==> config.mk <==
export PLATFORM = sky130hd
export DESIGN_NAME = div_iter
export DESIGN_NICKNAME = d
export VERILOG_FILES = /design/src/rtl/div_iter_pkg.sv /design/src/rtl/div_iter.sv
export SDC_FILE = /design/constraint.sdc
export NUM_CORES = 1
export LEC_CHECK = 0
export ABC_CLOCK_PERIOD_IN_PS = 7900
export CORE_MARGIN = 2
export CORE_UTILIZATION = 45
export DETAILED_ROUTE_END_ITERATION = 8
export PLACE_DENSITY = 0.68
export SLEW_MARGIN = 15
export SYNTH_ARGS = -nofsm -noshare
export SYNTH_HDL_FRONTEND = slang
export SYNTH_SLANG_ARGS = --single-unit
==> constraint.sdc <==
create_clock -name clk -period 7.9 [get_ports clk]
set_input_delay 1.58 -clock clk [delete_from_list [all_inputs] [get_ports clk]]
set_output_delay 1.58 -clock clk [all_outputs]
set_load 0.03 [all_outputs]
==> src/rtl/div_iter_pkg.sv <==
// Shared constants for the iterative divider: stall levels, FSM encodings and ready levels.
package div_iter_pkg;

  localparam int unsigned StallBus = 6;
  localparam logic Stop   = 1'b1;
  localparam logic NoStop = 1'b0;

  localparam logic [1:0] DivFree   = 2'b00;
  localparam logic [1:0] DivByZero = 2'b01;
  localparam logic [1:0] DivOn     = 2'b10;
  localparam logic [1:0] DivEnd    = 2'b11;

  localparam logic DivResultReady    = 1'b1;
  localparam logic DivResultNotReady = 1'b0;

endpackage

==> src/rtl/div_iter.sv <==
// Iterative restoring divider for the EX stage; stalls the pipeline until the result is ready.
// Signed division (DIV) is built only when DIV_SIGNED_EN is defined; otherwise all divides are unsigned.
module div_iter
  import div_iter_pkg::*;
#(
  parameter int unsigned WIDTH = 32
) (
  input  logic               clk,
  input  logic               rst,
  input  logic               start,
  input  logic               signed_div,
  input  logic [WIDTH-1:0]   op_a,
  input  logic [WIDTH-1:0]   op_b,
  input  logic               annul,
  output logic [2*WIDTH-1:0] result,
  output logic               ready,
  output logic               stallreq_for_ex
);

  localparam int unsigned CntW = $clog2(WIDTH + 1);
  localparam logic [CntW-1:0] LastCnt = CntW'(WIDTH - 1);

  logic [1:0]         state_q, state_d;
  logic [CntW-1:0]    cnt_q, cnt_d;
  logic [2*WIDTH:0]   work_q, work_d, step;
  logic [WIDTH-1:0]   divisor_q, divisor_d;
  logic [WIDTH-1:0]   mag_a, mag_b;
  logic [WIDTH-1:0]   quo, rem, quo_out, rem_out;
  logic [WIDTH:0]     top;
  logic               unused_work_msb;

`ifdef DIV_SIGNED_EN
  logic neg_a, neg_b;
  logic quo_neg_q, quo_neg_d, rem_neg_q, rem_neg_d;

  assign neg_a = signed_div & op_a[WIDTH-1];
  assign neg_b = signed_div & op_b[WIDTH-1];
  assign mag_a = neg_a ? -op_a : op_a;
  assign mag_b = neg_b ? -op_b : op_b;
`else
  logic unused_signed_div;

  assign unused_signed_div = signed_div;
  assign mag_a = op_a;
  assign mag_b = op_b;
`endif

  // One restoring step: shift left, subtract divisor from the upper half when it fits.
  always_comb begin
    step = {work_q[2*WIDTH-1:0], 1'b0};
    top  = step[2*WIDTH:WIDTH];
    if (top >= {1'b0, divisor_q}) begin
      step[2*WIDTH:WIDTH] = top - {1'b0, divisor_q};
      step[0]             = 1'b1;
    end
  end

  always_comb begin
    state_d   = state_q;
    cnt_d     = cnt_q;
    work_d    = work_q;
    divisor_d = divisor_q;
`ifdef DIV_SIGNED_EN
    quo_neg_d = quo_neg_q;
    rem_neg_d = rem_neg_q;
`endif
    case (state_q)
      DivFree: begin
        if (start && !annul) begin
          if (op_b == '0) begin
            state_d = DivByZero;
          end else begin
            work_d    = {{(WIDTH + 1){1'b0}}, mag_a};
            divisor_d = mag_b;
            cnt_d     = '0;
`ifdef DIV_SIGNED_EN
            quo_neg_d = neg_a ^ neg_b;
            rem_neg_d = neg_a;
`endif
            state_d   = DivOn;
          end
        end
      end
      DivByZero: begin
        work_d  = '0;
        cnt_d   = '0;
`ifdef DIV_SIGNED_EN
        quo_neg_d = 1'b0;
        rem_neg_d = 1'b0;
`endif
        state_d = DivEnd;
      end
      DivOn: begin
        work_d = step;
        cnt_d  = cnt_q + CntW'(1);
        if (cnt_q == LastCnt) begin
          state_d = DivEnd;
        end
      end
      DivEnd:  state_d = DivFree;
      default: state_d = DivFree;
    endcase
    if (annul) begin
      state_d = DivFree;
    end
  end

  always_ff @(posedge clk) begin
    if (!rst) begin
      state_q   <= DivFree;
      cnt_q     <= '0;
      work_q    <= '0;
      divisor_q <= '0;
`ifdef DIV_SIGNED_EN
      quo_neg_q <= 1'b0;
      rem_neg_q <= 1'b0;
`endif
    end else begin
      state_q   <= state_d;
      cnt_q     <= cnt_d;
      work_q    <= work_d;
      divisor_q <= divisor_d;
`ifdef DIV_SIGNED_EN
      quo_neg_q <= quo_neg_d;
      rem_neg_q <= rem_neg_d;
`endif
    end
  end

  // The MSB only holds the transient carry of a step; the final remainder fits in WIDTH bits.
  assign unused_work_msb = work_q[2*WIDTH];
  assign quo = work_q[WIDTH-1:0];
  assign rem = work_q[2*WIDTH-1:WIDTH];

`ifdef DIV_SIGNED_EN
  assign quo_out = quo_neg_q ? -quo : quo;
  assign rem_out = rem_neg_q ? -rem : rem;
`else
  assign quo_out = quo;
  assign rem_out = rem;
`endif

  assign ready  = (state_q == DivEnd) ? DivResultReady : DivResultNotReady;
  assign result = ready ? {rem_out, quo_out} : '0;

  assign stallreq_for_ex = (start && !annul && (state_q != DivEnd)) ? Stop : NoStop;

endmodule

# After elaboration in Yosys (flattened, before gate mapping)
# Index checks and enable logic that the tools add are counted.
[word_totals] elab_cells=42 register_bits=104 output_inout_bits=66 input_bits=69
[op_classes] n_lt_le_gt_ge=1 reduce_logical=10 bitwise=2 muxes=15 addsub=2 n_eq_ne=8
[ops] cell="64-bit 2-to-1 mux" count=3
[ops] cell="64-bit one-hot mux with 3 select lines" count=1
[ops] cell="33-bit by 32-bit greater-or-equal comparator with 1-bit output" count=1
[ops] cell="32-bit logical NOT" count=1
[ops] cell="32-bit 2-to-1 mux" count=1
[ops] cell="32-bit subtractor" count=1
[ops] cell="6-bit one-hot mux with 3 select lines" count=1
[ops] cell="6-bit 2-to-1 mux" count=2
[ops] cell="2-bit != test (second input constant)" count=4
[ops] cell="2-bit one-hot mux with 4 select lines" count=1
[ops] cell="6-bit by 1-bit adder with 6-bit output (second input constant)" count=1
[ops] cell="6-bit by 5-bit equality test with 1-bit output (second input constant)" count=1
[ops] cell="2-bit 2-to-1 mux" count=3
[ops] cell="3-bit AND reduction" count=2
[ops] cell="2-bit equality test (second input constant)" count=2
[ops] cell="1-bit 2-to-1 mux" count=3
[ops] cell="3-bit nonzero test" count=1
[ops] cell="2-bit by 1-bit equality test with 1-bit output (second input constant)" count=1
[ops] cell="1-bit logical AND" count=2
[ops] cell="2-bit logical NOT" count=1
[ops] cell="1-bit inverter" count=2
[ops] cell="2-bit AND reduction" count=1
[ops] cell="2-bit OR reduction" count=1
[ops] cell="1-bit logical NOT" count=1

# Depth between registers and ports, before layout
[depth] depth_word=4 mapped_depth=12 mapped_depth_nobuf=11

# Least setup slack after synthesis
# No wires, ideal clock.
[synth_timing] path_kind="input-to-output" from="in annul" to="out stallreq_for_ex" required_ps=6320 path_buffers=0 stages=2 arrival_time_ps=2137 slack_ps=4183 path_cell_list="nand2b_1 > nor2_1"
[synth_via] elab_chain_len=4
[synth_rtl] item="start, declared" line_no="div_iter.sv:14" rtl="input logic annul,"
[synth_rtl] item="1-bit logical NOT" line_no="div_iter.sv:146" rtl="assign stallreq_for_ex = (start && !annul && (state_q != DivEnd)) ? Stop : NoStop;"
[synth_rtl] item="1-bit logical AND (2 in series)" line_no="div_iter.sv:146"
[synth_rtl] item="1-bit 2-to-1 mux" line_no="div_iter.sv:146"
[synth_rtl] item="end, declared" line_no="div_iter.sv:17" rtl="output logic stallreq_for_ex"
# Every way passes these cells.

# Final worst setup path
[layout_timing] from="in op_b[7]" to="reg work_q[57]"
[layout_via] elab_chain_len=3
[layout_rtl] item="start, declared" line_no="div_iter.sv:13" rtl="input logic [WIDTH-1:0] op_b,"
[layout_rtl] item="32-bit logical NOT" line_no="div_iter.sv:70" rtl="if (op_b == '0) begin"
[layout_rtl] item="2-bit != test (no line)"
[layout_rtl] item="3-bit AND reduction (no line)"
[layout_rtl] item="end signal, assigned" line_no="div_iter.sv:121" rtl="work_q <= work_d;"
[layout_rtl] item="end, declared" line_no="div_iter.sv:25" rtl="logic [2*WIDTH:0] work_q, work_d, step;"
# Every way passes these cells.
# A chain may end at the register's enable or synchronous reset.

==> results.json <==
{
  "status": "finished, final reports clean",
  "criticalPathCategory": "primary input to flip-flop",
  "launch_instance_of_the_worst_register_to_register_path": "state_q[1]$_SDFFE_PP0P_",
  "syn_to_final_growth_pct": 23.8,
  "finalMaxSlewViolations": 0,
  "synth-edff-count": 0,
  "start_util_pct": 46.0,
  "use_met1_pct": 31.2,
  "globalRoute.busiestLayer": "met2",
  "post_synth_instance_area_um2": 6990,
  "dp.final_hpwl_um": 13000,
  "ff2ff_path_depth": 6,
  "worst_skew_pair.late_latency_ps": 360,
  "synth_area_leader_cell": "sky130_fd_sc_hd__dfxtp_1",
  "final-hold-violation-count": 0,
  "r2r_setup_slack_ps": 4560,
  "max-vdd-ir-drop_mv": 0.117,
  "ys_ff_latch": 104,
  "ys_warnings": 0,
  "synth.top_cells.by_area": "sky130_fd_sc_hd__dfxtp_1, sky130_fd_sc_hd__ha_1, sky130_fd_sc_hd__and2_1",
  "min_delay_worst_endpoint": "cnt_q[2]$_SDFFE_PN0P_",
  "clock_skew_ps": 10.3,
  "die_area_um2": 16500,
  "timing.hold.worst.start": "cnt_q[2]$_SDFFE_PN0P_",
  "dominantRegCellSynth": "sky130_fd_sc_hd__dfxtp_1",
  "worstPathRequired_ps": 8170,
  "cp.arrival_ps": 5140,
  "die-width_um": 129,
  "totalWireLength_um": 18600,
  "hold_path_depth": 2,
  "syn_area_per_cell_um2": 7.91,
  "setup-tns-final_ps": 0,
  "setup_ws_ps": 3030,
  "route.detailed.drc": 0,
  "core_area_um2": 15200,
  "layout.nets": 1080,
  "worst-slew-pin-transition_ps": 1120,
  "worst-path-max-fanout": 76,
  "grt_use_met2_pct": 36.8,
  "routed_via_density": 5.62,
  "cts_hold_buffers": 0,
  "vias": 6550,
  "cts.repair_timing.setup_buffer_count": 0,
  "grt_max_degree": 77,
  "grt_antenna_before_repair": 0,
  "postCtsResizedCells": 0,
  "total_power_mw": 1.30,
  "syn-num-nets": 990,
  "timing.slew.headroom_pct": 25.3,
  "period_needed_ps": 4870,
  "root_buffer": "sky130_fd_sc_hd__clkbuf_16",
  "detail_route.iter0.violations": 407,
  "finalNonFillerCells": 1165,
  "track_usage_pct": 22.9,
  "grt.overflow.total": 0,
  "ctsLongestPathBuffers": 2,
  "timing.final.crit_share_pct": 61.6,
  "yosysUniqueCellTypes": 70,
  "synth_sequential_area_ratio_pct": 29.8,
  "drt_first_pass_iters": 5,
  "insertedDiodeCount": 0,
  "avgRoutedWirePerCell_um": 16.0,
  "synth.top_cell.area_share_pct": 29.8,
  "leakage_nw": 3.87,
  "rsz0062_at_grt": "no",
  "setup.worst_path.end_class": "flip-flop",
  "cellPowerDensity_nw_per_um2": 150,
  "synth-async-reset-ratio_pct": 0,
  "critical_path.startpoint_type": "primary input",
  "drive_above_1_share_pct": 4.40,
  "wire_length_of_the_first_global_routing_pass_um": 30700,
  "worst_setup_hold_path_clk_slew_ps": 70,
  "drv.max_cap_violation_count": 0,
  "clock_tree.htree_level_count": 3,
  "floorplan.die.height_um": 129,
  "finalWeightedCongestion": 0.899,
  "grt_util_met3_pct": 4.91,
  "setup-violations-final": 0,
  "detailedPlace.worstSlack_ps": 2610,
  "tritoncts": "yes",
  "post_synth_inst_count": 884,
  "detail-route-antenna-nets": 0,
  "io_pins": 135,
  "first_global_vias": 6104,
  "cts_buffers": 9,
  "placementRows": 45,
  "tritoncts_num_sinks": 104,
  "min_path_type": "flip-flop to flip-flop",
  "achievable-frequency_ghz": 0.205,
  "dp.cells": 1151,
  "rr_endpoint": "work_q[57]$_SDFFE_PN0P_",
  "place.port_buffers": 133
}
==> synthesized netlist by cell type, types with 7 or more instances <==
| library cell | n |
|---|---|
| sky130_fd_sc_hd__xor2_1 | 10 |
| sky130_fd_sc_hd__nand2b_1 | 11 |
| sky130_fd_sc_hd__mux2i_1 | 38 |
| sky130_fd_sc_hd__nand4_1 | 10 |
| sky130_fd_sc_hd__dfxtp_1 | 104 |
| sky130_fd_sc_hd__o211a_1 | 31 |
| sky130_fd_sc_hd__ha_1 | 36 |
| sky130_fd_sc_hd__and2_1 | 69 |
| sky130_fd_sc_hd__nand3_1 | 77 |
| sky130_fd_sc_hd__xnor2_1 | 13 |
| sky130_fd_sc_hd__nor4_1 | 10 |
| sky130_fd_sc_hd__buf_2 | 9 |
| sky130_fd_sc_hd__o21ai_0 | 41 |
| sky130_fd_sc_hd__a21oi_1 | 43 |
| sky130_fd_sc_hd__nor2b_1 | 35 |
| sky130_fd_sc_hd__nor3_1 | 11 |
| sky130_fd_sc_hd__a21o_1 | 15 |
| sky130_fd_sc_hd__a32oi_1 | 10 |
| sky130_fd_sc_hd__clkbuf_1 | 49 |
| sky130_fd_sc_hd__nor2_1 | 33 |
| sky130_fd_sc_hd__inv_1 | 44 |
| sky130_fd_sc_hd__a21boi_0 | 9 |
| sky130_fd_sc_hd__o31ai_1 | 7 |
| sky130_fd_sc_hd__nand2_1 | 90 |
==> report_power, final <==
group | total (mW) | leakage (nW) | switching, mW | internal (mW)
sequential | 0.563 | 0.849 | 0.0155 | 0.548
clock | 0.452 | 0.142 | 0.208 | 0.244
combinational | 0.280 | 2.87 | 0.150 | 0.130
==> how the worst max path moves through the flow <==
stage / startpoint / endpoint / slack (ps)
after detailed placement: op_b[7] / work_q[56]$_SDFFE_PN0P_ / 2610
after global routing: op_b[7] / work_q[53]$_SDFFE_PN0P_ / 2830
final: op_b[7] / work_q[57]$_SDFFE_PN0P_ / 3030
after CTS: op_b[7] / work_q[56]$_SDFFE_PN0P_ / 2980
after floorplan: annul / stallreq_for_ex / 4180
after global placement: op_b[7] / work_q[58]$_SDFFE_PN0P_ / 2620
==> layer usage <==
metal | wire [µm] | share of wire (%)
met2 | 8430 | 45
met3 | 1000 | 5.4
met4 | 210 | 1.1
met1 | 8960 | 48
met5 | 0 | 0
==> metrics by stage <==
step,instance area (µm²),hold slack [ps],utilization [%]
6_report,8650,500,56.9
5_1_grt,8650,523,56.9
4_1_cts,8650,505,56.9
3_5_place_dp,8370,497,55.1
3_3_place_gp,8370,486,55.1
2_1_floorplan,6990,431,-
==> flip-flops by register name, summed over array words and instances (netlist names) <==
signal,flops
work_q,64
cnt_q,6
state_q,2
divisor_q,32
==> area by class of cell <==
class	instances	area (µm²)
fillers	1484	6550
multi-input cells	675	4510
clock inverters	5	57.6
inverters	45	169
repair buffers	139	1370
flip-flops and latches	104	2080
clock buffers	9	225
well taps	188	235
==> cell families after synthesis <==
kind of cell               share of synthesized area (%)
and+or+nand+nor                                     27.6
AOI/OAI and AO/OA                                   21.4
buffers and inverters                               6.01
DFF                                                 29.8
muxes                                               5.60
adders and majority gates                           6.73
xor gates and xnor gates                            2.88
==> worst max-delay path, cell delays in order <==
cell and delay (ps):
sky130_fd_sc_hd__clkdlybuf4s50_1 540, sky130_fd_sc_hd__nor4_1 120, sky130_fd_sc_hd__nand4_1 200, sky130_fd_sc_hd__nor2_1 100, sky130_fd_sc_hd__or2_2 310, sky130_fd_sc_hd__a21oi_4 140, sky130_fd_sc_hd__buf_4 580, sky130_fd_sc_hd__and4_1 740
sky130_fd_sc_hd__nand2b_1 480, sky130_fd_sc_hd__o21ai_0 280
==> cells in the final DEF, fill, tap and decap left out, drive strengths merged, types with 3 or more instances in the layout <==
cell type / count
a211oi: 4
a21boi: 9
a21o: 15
a21oi: 44
a22o: 3
a31oi: 4
a32oi: 10
a41oi: 3
and2: 70
and3: 4
and4: 4
buf: 7
clkbuf: 9
clkdlybuf4s50: 132
clkinv: 3
dfxtp: 104
ha: 36
inv: 46
mux2i: 38
nand2: 90
nand2b: 11
nand3: 78
nand4: 10
nor2: 33
nor2b: 35
nor3: 12
nor4: 10
o211a: 31
o211ai: 3
o21a: 4
o21ai: 45
o31ai: 8
or2: 5
or3: 3
xnor2: 13
xor2: 10
Note: power is estimated with default switching activity, not from simulation.
